$ cat src/rtl/div4_sched_pkg.sv
// Shared types and helpers for the div4 request scheduler.
package div4_sched_pkg;

  typedef enum logic [1:0] {
    IDLE = 2'd0,
    RUN  = 2'd1,
    DONE = 2'd2
  } state_e;

  localparam int unsigned MIN_WIDTH = 3;

  // Requester id width; a single-bit id is kept even for tiny requester counts.
  function automatic int unsigned id_w(input int unsigned num_req);
    return (num_req <= 2) ? 1 : $clog2(num_req);
  endfunction

endpackage

$ cat src/rtl/div4.sv
// Divide-by-four datapath: drops the two LSBs when enabled.
module div4 #(
  parameter int unsigned WIDTH = 8
) (
  input  logic             en_i,
  input  logic [WIDTH-1:0] data_i,
  output logic [WIDTH-3:0] data_o
);

  logic unused_lsb;

  assign unused_lsb = ^data_i[1:0];
  assign data_o     = en_i ? data_i[WIDTH-1:2] : '0;

endmodule

$ cat src/rtl/rr_arbiter.sv
// Combinational round-robin arbiter: first requester at or after the pointer wins.
module rr_arbiter
  import div4_sched_pkg::*;
#(
  parameter  int unsigned NUM_REQ = 3,
  localparam int unsigned ID_W    = id_w(NUM_REQ)
) (
  input  logic [NUM_REQ-1:0] req_i,
  input  logic [ID_W-1:0]    ptr_i,
  output logic [NUM_REQ-1:0] grant_o,
  output logic [ID_W-1:0]    idx_o
);

  int unsigned k;

  // Scan from the farthest offset down so the nearest valid requester wins.
  always_comb begin
    grant_o = '0;
    idx_o   = '0;
    k       = 0;
    for (int i = int'(NUM_REQ) - 1; i >= 0; i--) begin
      k = 32'(ptr_i) + 32'(i);
      if (k >= NUM_REQ) k = k - NUM_REQ;
      if (req_i[k]) begin
        grant_o    = '0;
        grant_o[k] = 1'b1;
        idx_o      = ID_W'(k);
      end
    end
  end

endmodule

$ cat src/rtl/div4_sched.sv
// Round-robin scheduler sharing one div4 datapath; each request is divided by 4 per pass.
module div4_sched
  import div4_sched_pkg::*;
#(
  parameter  int unsigned WIDTH   = 8,
  parameter  int unsigned NUM_REQ = 3,
  parameter  int unsigned PASS_W  = 2,
  localparam int unsigned ID_W    = id_w(NUM_REQ)
) (
  input  logic                      clk_i,
  input  logic                      rst_ni,
  input  logic [NUM_REQ-1:0]        req_valid_i,
  input  logic [NUM_REQ*WIDTH-1:0]  req_data_i,
  input  logic [NUM_REQ*PASS_W-1:0] req_passes_i,
  output logic [NUM_REQ-1:0]        req_ready_o,
  output logic                      rsp_valid_o,
  output logic [WIDTH-1:0]          rsp_data_o,
  output logic [ID_W-1:0]           rsp_id_o,
  input  logic                      rsp_ready_i,
  output logic                      busy_o
);

  state_e            state_q, state_d;
  logic [ID_W-1:0]   ptr_q, ptr_d;
  logic [ID_W-1:0]   id_q, id_d;
  logic [WIDTH-1:0]  acc_q, acc_d;
  logic [PASS_W-1:0] cnt_q, cnt_d;

  logic [NUM_REQ-1:0] arb_grant;
  logic [ID_W-1:0]    arb_idx;
  logic [WIDTH-1:0]   sel_data;
  logic [PASS_W-1:0]  sel_passes;
  logic               div_en;
  logic [WIDTH-3:0]   div_out;
  logic               accept;

  rr_arbiter #(.NUM_REQ(NUM_REQ)) u_arb (
    .req_i   (req_valid_i),
    .ptr_i   (ptr_q),
    .grant_o (arb_grant),
    .idx_o   (arb_idx)
  );

  div4 #(.WIDTH(WIDTH)) u_div4 (
    .en_i   (div_en),
    .data_i (acc_q),
    .data_o (div_out)
  );

  // Grant is only visible while idle and out of reset.
  assign req_ready_o = arb_grant & {NUM_REQ{(state_q == IDLE) && rst_ni}};
  assign accept      = |(req_ready_o & req_valid_i);
  assign sel_data    = req_data_i[32'(arb_idx)*WIDTH +: WIDTH];
  assign sel_passes  = req_passes_i[32'(arb_idx)*PASS_W +: PASS_W];
  assign div_en      = (state_q == RUN);

  assign rsp_valid_o = (state_q == DONE);
  assign rsp_data_o  = (state_q == DONE) ? acc_q : '0;
  assign rsp_id_o    = (state_q == DONE) ? id_q : '0;
  assign busy_o      = (state_q != IDLE);

  always_comb begin
    state_d = state_q;
    ptr_d   = ptr_q;
    id_d    = id_q;
    acc_d   = acc_q;
    cnt_d   = cnt_q;
    case (state_q)
      IDLE: begin
        if (accept) begin
          acc_d   = sel_data;
          cnt_d   = sel_passes;
          id_d    = arb_idx;
          ptr_d   = (arb_idx == ID_W'(NUM_REQ - 1)) ? '0 : arb_idx + 1'b1;
          state_d = (sel_passes != '0) ? RUN : DONE;
        end
      end
      RUN: begin
        acc_d = {2'b00, div_out};
        cnt_d = cnt_q - 1'b1;
        if (cnt_q == PASS_W'(1)) state_d = DONE;
      end
      DONE: begin
        if (rsp_ready_i) state_d = IDLE;
      end
      default: state_d = IDLE;
    endcase
  end

  always_ff @(posedge clk_i or negedge rst_ni) begin
    if (!rst_ni) begin
      state_q <= IDLE;
      ptr_q   <= '0;
      id_q    <= '0;
      acc_q   <= '0;
      cnt_q   <= '0;
    end else begin
      state_q <= state_d;
      ptr_q   <= ptr_d;
      id_q    <= id_d;
      acc_q   <= acc_d;
      cnt_q   <= cnt_d;
    end
  end

endmodule

$ cat config.mk
export PLATFORM = sky130hd
export DESIGN_NAME = div4_sched
export DESIGN_NICKNAME = d
export VERILOG_FILES = /design/src/rtl/div4_sched_pkg.sv /design/src/rtl/div4.sv /design/src/rtl/rr_arbiter.sv /design/src/rtl/div4_sched.sv
export SDC_FILE = /design/constraint.sdc
export NUM_CORES = 1
export LEC_CHECK = 0
export ABC_AREA = 1
export CAP_MARGIN = 25
export CORE_MARGIN = 3
export CORE_UTILIZATION = 50
export DETAILED_ROUTE_END_ITERATION = 7
export HOLD_SLACK_MARGIN = 0.1
export PLACE_DENSITY = 0.86
export SYNTH_ARGS = -nofsm -noshare
export SYNTH_HDL_FRONTEND = slang
export SYNTH_HIERARCHICAL = 1
export SYNTH_SLANG_ARGS = --single-unit
$ cat constraint.sdc
create_clock -name clk_i -period 5.7 [get_ports clk_i]
set_clock_uncertainty 0.2 [all_clocks]
set_input_delay 0.57 -clock clk_i [delete_from_list [all_inputs] [get_ports clk_i]]
set_output_delay 0.57 -clock clk_i [all_outputs]
set_load 0.03 [all_outputs]
======== After elaboration in Yosys (flattened, before gate mapping) ========
Index checks and enable logic that the tools add are counted.
cells by class
  add/subtract/negate cells ............... 7
  order comparisons ....................... 9
  equality and inequality tests ........... 7
  shift operators ......................... 2
  multiplexer cells ....................... 33
  bitwise operators ....................... 2
  reductions and logical operators ........ 12
operators by type and width
  operator                 number
  $ge A32 B1 Y1 const B    3
  $lt A32 B3 Y1 const B    3
  $mux W32                 3
  $ge A32 B2 Y1 const B    2
  $sub A32 B2 Y32 const B  2
  $shiftx A24 B6 Y8        1
  $mux W2                  10
  $mux W8                  2
  $pmux W8 S2              1
  $mux W3                  3
  $and A3 B3 Y3            2
  $bmux W1 S2              3
  $demux W1 S2             3
  $mux W1                  6
  $pmux W2 S3              1
  $reduce_bool A2 Y1       3
  $shiftx A6 B4 Y2         1
  $eq A2 B1 Y1 const B     2
  $eq A2 B2 Y1 const B     2
  $logic_and A1 B1 Y1      4
  $ne A2 B1 Y1 const B     2
  $pmux W2 S2              1
  $reduce_and A2 Y1        2
  $add A2 B1 Y3 const B    1
  9 further kinds          9
storage, ports and cells
  register bits after elaboration ......... 16
  input bits .............................. 36
  output and inout bits ................... 15

======== Logic depth before layout (Yosys ltp) ========
Gate-level depths: netlist of run 1.
  depth in word-level cells ............... 15
  gate-level depth with buffers ........... 19

======== Modules after synthesis ========
Netlist of run 1, hierarchy kept.
by module, submodules not included
  module      times used  cells an instance  area each (um^2)
  div4_sched  1           174                1182.4
  rr_arbiter  1           58                 301.5
  div4        1           12                 45.0

======== Least setup slack after synthesis of run 1 ========
OpenSTA, ideal clock, no wires.
  path kind ............................... register -> output
  start ................................... register ptr_q[0]
  end ..................................... output req_ready_o[1]
  data arrival time ....................... 1766 ps
  path slack .............................. 3164 ps
  stages on the path, launching flop included .. 10
  path buffers ............................ 0
  path through ............................ dfrtp_1 -> inv_1 -> ha_1 -> o21ai_2 -> nand2_2 -> nand2_1 -> nand2_2 -> nand2_1 -> inv_1 -> nor2_1
between the ends
  longest elaborated chain between the ends .. 11
  elaborated cells between the ends (all ways) .. 36
ends and longest elaborated chain
  element                                                               RTL line          text
  start: declaration                                                    div4_sched.sv:24  logic [ID_W-1:0] ptr_q, ptr_d;
  start signal: assignment                                              div4_sched.sv:99  ptr_q <= ptr_d;
  $add A2 B2 Y3                                                         rr_arbiter.sv:22  k = 32'(ptr_i) + 32'(i);
  $sub A32 B2 Y32 or $ge A32 B2 Y1 (tied branches)                      rr_arbiter.sv:23  if (k >= NUM_REQ) k = k - NUM_REQ;
  $mux W32                                                              rr_arbiter.sv:23
  $ge A32 B1 Y1 (not written as such) or $lt A32 B3 Y1 (tied branches)  rr_arbiter.sv:26  grant_o[k] = 1'b1;
  $logic_and A1 B1 Y1 (not written as such)                             rr_arbiter.sv:26
  $mux W1 (not written as such)                                         rr_arbiter.sv:26
  $demux W1 S2                                                          n/a
  $mux W3 (2 in a row)                                                  rr_arbiter.sv:24  if (req_i[k]) begin
  $mux W3 (*)                                                           rr_arbiter.sv:24
  net arb_grant[1]                                                      div4_sched.sv:29  logic [NUM_REQ-1:0] arb_grant;
  $and A3 B3 Y3 (*)                                                     div4_sched.sv:51  assign req_ready_o = arb_grant & {NUM_REQ{(state_q == IDLE) && rst_ni}};
  end: declaration                                                      div4_sched.sv:15  output logic [NUM_REQ-1:0] req_ready_o,
The timed path passes the listed nets; every way through them passes the cells marked *. The select of a mux whose other input is x is not followed.

======== Worst setup path in the final report of run 1 ========
  start ................................... register ptr_q[0]
  end ..................................... output req_ready_o[2]
The elaborated chain is that of the path after synthesis.

==> results of run 1 <==
-- final timing paths --
kind | end | slack (ns) | cells after the start
setup / recovery | req_ready_o[2] | 2.29 | 13
hold / removal | acc_q[0] | 0.33 | 2
setup reg to reg | acc_q[0] | 2.91 | 17
hold reg to reg | acc_q[0] | 0.33 | 2
max in group asynchronous | id_q[0] | 4.15 | 1
min in group asynchronous | acc_q[0] | 0.59 | 1
-- final cells by class --
class / count / area, um^2 / share of cell area, %
multi-input combinational: 181 / 933 / 45.0
timing repair buffer: 50 / 500 / 24.1
sequential: 16 / 400 / 19.3
inverter: 44 / 165 / 7.96
tap: 31 / 38.8 / 1.87
clock buffer: 4 / 36.3 / 1.75
-- flip-flops by register name, indices dropped and copies added (netlist names) --
register  count
id_q          2
state_q       2
cnt_q         2
acc_q         8
ptr_q         2
-- worst max-delay path: stages, from the launching register on --
cell and delay, ns:
dfrtp_1 0.42, inv_1 0.09, ha_1 0.38, inv_2 0.09, nand2_1 0.08, nand3_2 0.12, nand2_2 0.10, nand2_2 0.06
nand2_1 0.05, nand2_1 0.05, nand2_1 0.05, inv_1 0.06, nor2_4 0.13, clkdlybuf4s50_1 0.68
-- per-stage QoR --
| stage | area (um^2) | utilization, % | cells |
|---|---|---|---|
| 4_1_cts | 2070 | 73.3 | 326 |
| 5_1_grt | 2070 | 73.3 | 326 |
| 3_5_place_dp | 2040 | 72.0 | 322 |
| 3_3_place_gp | 2040 | 72.0 | 322 |
| 2_1_floorplan | 1530 | - | 244 |
| 6_report | 2070 | 73.3 | 326 |
-- power breakdown --
group | switching, uW | internal [uW]
Combinational | 637 | 325
Clock | 36.0 | 38.9
Sequential | 29.7 | 164
-- layout by cell type (no fill, tap or decap), drive strengths merged --
cell type	instances
o21ai	16
nand2	104
nand3	24
ha	5
inv	44
nor2	23
a21oi	3
clkdlybuf4s50	50
nand4	4
clkbuf	4
or2	2
dfrtp	16
-- kinds of logic after synthesis --
| family | Yosys count | synth area share (%) |
|---|---|---|
| AO/OA/AOI/OAI | 19 | 8.92 |
| adder cells (fa/ha/maj) | 5 | 4.09 |
| buffers and inverters | 47 | 12.8 |
| flip-flops | 16 | 26.2 |
| AND/OR/NAND/NOR | 157 | 48.0 |
-- cell usage after synthesis --
cell type and n:
nand4_2 2, buf_6 1, nand3_1 20, a21oi_1 3, nand4_4 1, nor2_1 20
o21ai_0 4, o21ai_1 1, nor2_2 1, nor2_4 2, inv_2 5, nand2_2 5
nand2_4 3, nand2_1 96, dfrtp_1 16, nand4_1 1, or2_1 1, or2_2 1
buf_8 1, ha_1 5, o21ai_2 11, inv_1 39, clkbuf_1 1, nand3_2 4
-- layer usage --
layer | share of wire [%] | up-vias | global-route usage, % | wire (um)
met3 | 5.3 | 4 | 2.52 | 199
li1 | - | 847 | - | -
met4 | 1.0 | 0 | 5.57 | 38
met5 | 0 | - | 0 | 0
met1 | 44 | 696 | 27.6 | 1640
met2 | 50 | 53 | 37.8 | 1840
==> results.md, run 1 <==
* Status: finished clean
* MaxCap Viol Count at 0
* Worst endpoint required time at 4.93 ns
* Rel. slew slack at 38.9%
* Row count at 19
* Worst vdd ir at 0.000288 V
* Total track usage at 21.4%
* Unrepaired setup endpoints after global routing: no
* Post-synth net total at 285
* Fin crit share at 59.9%
* TritonCTS clock tree: yes
* Leakage power at 0.00112 uW
* NumNets Final at 337
* Netlist cell types at 24
* First-pass GRT wire length at 6.07 mm
* IO Pins at 51
* Initial antenna violation count at 0
* Worst-margin pin slew at 0.914 ns
* Final Max Slew Viols at 0
* Layout cells sized above 1 at 13.2%
* Pwr dens at 593 nW/um^2
* Worst-Skew Late Latency at 0.28 ns
* Clock root buffer: clkbuf_4
* Share of the synthesized area in the top cell type at 26.2%
* Critical path endpoint category: output pin
* Clock transition at path regs at 0.10 ns
* #FFs+latches synth at 16
* Data arrival time of the worst path at 2.64 ns
* Mapped cell area at 1530 um^2
* Vias in the first global route at 1443
* CTS Hold Bufs at 0
* Worst hold path class: reg -> reg
* DR DRC count at 0
* Post-Route Setup TNS at 0 ns
* Die Ht at 61.3 um
* Clock buffer count from CTS at 3
* Final ANT Viol Nets at 0
* Crit path kind: reg -> out
* Port Buffers at 50
* Place WS at 2.29 ns
* Final wirelength at 3.72 mm
* 1st-iter DRT viols at 134
* # diodes at 0
* Gate Count Post-Synth at 244
* Final hold violations at 0
* Post-synthesis area per instance at 6.27 um^2
* Post-CTS Resized at 0
* Min-delay src: acc_q[0]
* Worst Slack Setup Final at 2.29 ns
* Detailed Place HPWL at 2.96 mm
* Pin count of the biggest net entering global routing at 20
* Vias per cell at 4.91
* Critical path fanouts, max at 5
* Min cycle time layout at 3.41 ns
* Chip Width at 61.3 um
* Syn-to-layout area delta at 35.7%
* Worst setup SP type: flip-flop
* Post-synthesis sequential area ratio at 26.2%
* Vias at 1600
* Setup crit start: ptr_q[0]
* Drt pass-1 iters at 4
* Longest Clk Path Bufs at 2
* Hold slack at 0.335 ns
* Total grt overflow at 0
* Postcts setup bufs at 0
* H-tree depth at 1
* Ys Warns at 6
* # fillers at 246
* Clk sink count at 16
* Design Power at 1230 uW
* Area contributors post-synth: dfrtp_1, nand2_1, inv_1
* RePlAce Congestion at 0.875
* Effective utilization at floorplan at 54.0%
* Final setup viols at 0
* Highest clock rate at 293 MHz
* Largest area contributor in the netlist: dfrtp_1
* Die ar. at 3760 um^2
* Worst r2r src: ptr_q[0]
* Total core area at 2830 um^2
* DR WL/cell at 11.4 um
Note: power is estimated with default switching activity, not from simulation.
==> run 2: changes to the inputs <==
CORE_UTILIZATION = 42   (was 50)
PLACE_DENSITY = 0.77   (was 0.86)
clock period = 3.1 ns   (was 5.7 ns; I/O delays follow)
==> run 2 against run 1 <==
Compared with the run above:
- flip-flop and latch count unchanged
- cell area is 1.3% higher
- core utilization shrank 12 points
- via count shrank 0.63%
- routed wire length decreased by 2.6%
- power is 83% higher
- critical path type unchanged
- cell count rose by 4.9%
- register-to-register slack worse by 2.6 ns
- non-clock buffer count grew 1
==> results.md, run 2 (synthesis gave the netlist of run 1 again) <==
* Metal3 WL at 210 um
* Hold slack at 0.261 ns
* CTS Hold Bufs at 0
* Total grt overflow at 0
* H-tree depth at 1
* Vias at 1590
* Worst setup SP type: flip-flop
* Min cycle time layout at 2.87 ns
* Worst endpoint required time at 2.59 ns
* Row count at 21
* Crit path kind: reg -> out
* Layout cells sized above 1 at 13.5%
* TritonCTS clock tree: yes
* Fin cells at 342
* Post-Route Setup TNS at 0 ns
* Detailed Place HPWL at 2.87 mm
* Unrepaired setup endpoints after global routing: no
* Reg2Reg Depth at 17
* Final Max Slew Viols at 0
* 1st-iter DRT viols at 80
* Commonest cells after routing, fill and taps aside: nand2_1, clkdlybuf4s50_1, inv_1, nand3_1, nor2_1
* NumNets Final at 338
* Critical path endpoint category: output pin
* DR DRC count at 0
* Critical path fanouts, max at 5
* Clk sink count at 16
* Vias in the first global route at 1404
* Pwr dens at 1070 nW/um^2
* Leakage power at 0.00115 uW
* Status: finished clean
* Pin count of the biggest net entering global routing at 19
* Worst-Skew Late Latency at 0.29 ns
* Most common cell after layout, fill and taps aside: nand2_1
* Worst hold path class: in -> async
* IO Pins at 51
* CP Cell Sequence: inv_1 -> ha_1 -> inv_2 -> nand2_1 -> nand3_2 -> nand2_2 -> nand2_2 -> nand2_1 -> nand2_1 -> nand2_1 -> inv_1 -> nor2_4 -> dlygate4sd2_1
* Initial antenna violation count at 0
* Clock root buffer: clkbuf_4
* # diodes at 0
* Port Buffers at 50
* Syn-to-layout area delta at 37.4%
* Max layer used: met4
* MaxCap Viol Count at 0
* Longest Clk Path Bufs at 2
* Top reg by flops: acc_q
* Data arrival time of the worst path at 2.36 ns
* Die Ht at 66.3 um
* First-pass GRT wire length at 6.05 mm
* Postcts setup bufs at 0
* Max reg flops at 8
* Clock transition at path regs at 0.09 ns
* Die ar. at 4400 um^2
* Worst vdd ir at 0.000471 V
* Clock buffer count from CTS at 3
* Final ANT Viol Nets at 0
* Fin crit share at 92.6%
* WL met2 at 1.72 mm
* Vias per cell at 4.65
* Dpl cells at 338
* Final setup viols at 0
* Highest clock rate at 348 MHz
* Worst-margin pin slew at 0.441 ns
* Post-CTS Resized at 2
* Total track usage at 17.6%
* Final wirelength at 3.63 mm
* Most used cell, CP: nand2_1
* Wl on met1 at 1.64 mm
* Crit-path slowest cell: dlygate4sd2_1
* Total core area at 3420 um^2
* Final hold violations at 0
* Chip Width at 66.3 um
* Effective utilization at floorplan at 44.8%
* DR WL/cell at 10.6 um
* Drt pass-1 iters at 4
* Rel. slew slack at 70.6%
* Delay of the slowest cell on the worst path at 0.41 ns
* RePlAce Congestion at 0.991
## run 2: cell types whose count changed in the layout (fill, tap and decap cells not counted), sizes merged
cell | before | now
buf | 0 | 1
dlymetal6s2s | 0 | 1
clkdlybuf4s50 | 50 | 47
dlygate4sd2 | 0 | 2
## run 2: power by group
group	total (uW)	internal (uW)	switching [uW]
Combinational	1760	592	1170
Sequential	351	301	50.5
Clock	138	71.6	66.6
Total	2250	964	1280
## run 2: layout make-up
cell class,count,area (um^2)
sequential,16,400
multi-input combinational,181,933
tap,46,57.6
inverter,44,165
timing repair buffer,51,508
fill,317,1320
clock buffer,4,36.3
## run 2: per-stage QoR
step | power [uW] | worst slack (ns) | utilization (%) | cell area [um^2]
after detailed placement | 2130 | 0.184 | 60.4 | 2060
after CTS | 2260 | 0.00710 | 61.4 | 2100
after floorplan | 1740 | 0.792 | - | 1530
after global routing | 2490 | 0.0170 | 61.5 | 2100
after global placement | 2090 | 0.253 | 60.4 | 2060
final | 2250 | 0.229 | 61.5 | 2100
## run 2: critical path: cells and delay by family, from the launching register on
family	cells	cell delay, ns
buffers and inverters	4	0.64
AND/OR/NAND/NOR	8	0.64
adder cells (fa/ha/maj)	1	0.39
flip-flops	1	0.40
## run 2: path summary, 6_finish.rpt
path	slack [ns]	from	end
hold reg to reg	0.33	acc_q[1]	acc_q[1]
hold / removal	0.26	rst_ni	acc_q[1]
min in group clk_i	0.33	acc_q[1]	acc_q[1]
setup reg to reg	0.33	ptr_q[0]	acc_q[0]
setup / recovery	0.23	ptr_q[0]	req_ready_o[2]
max in group asynchronous	2.24	rst_ni	ptr_q[1]
## run 2: per-layer routing
metal / up-vias / global-route usage [%]
met5: - / 0
met4: 0 / 6.09
met3: 5 / 1.87
met2: 59 / 29.9
met1: 678 / 22.8
li1: 848 / -
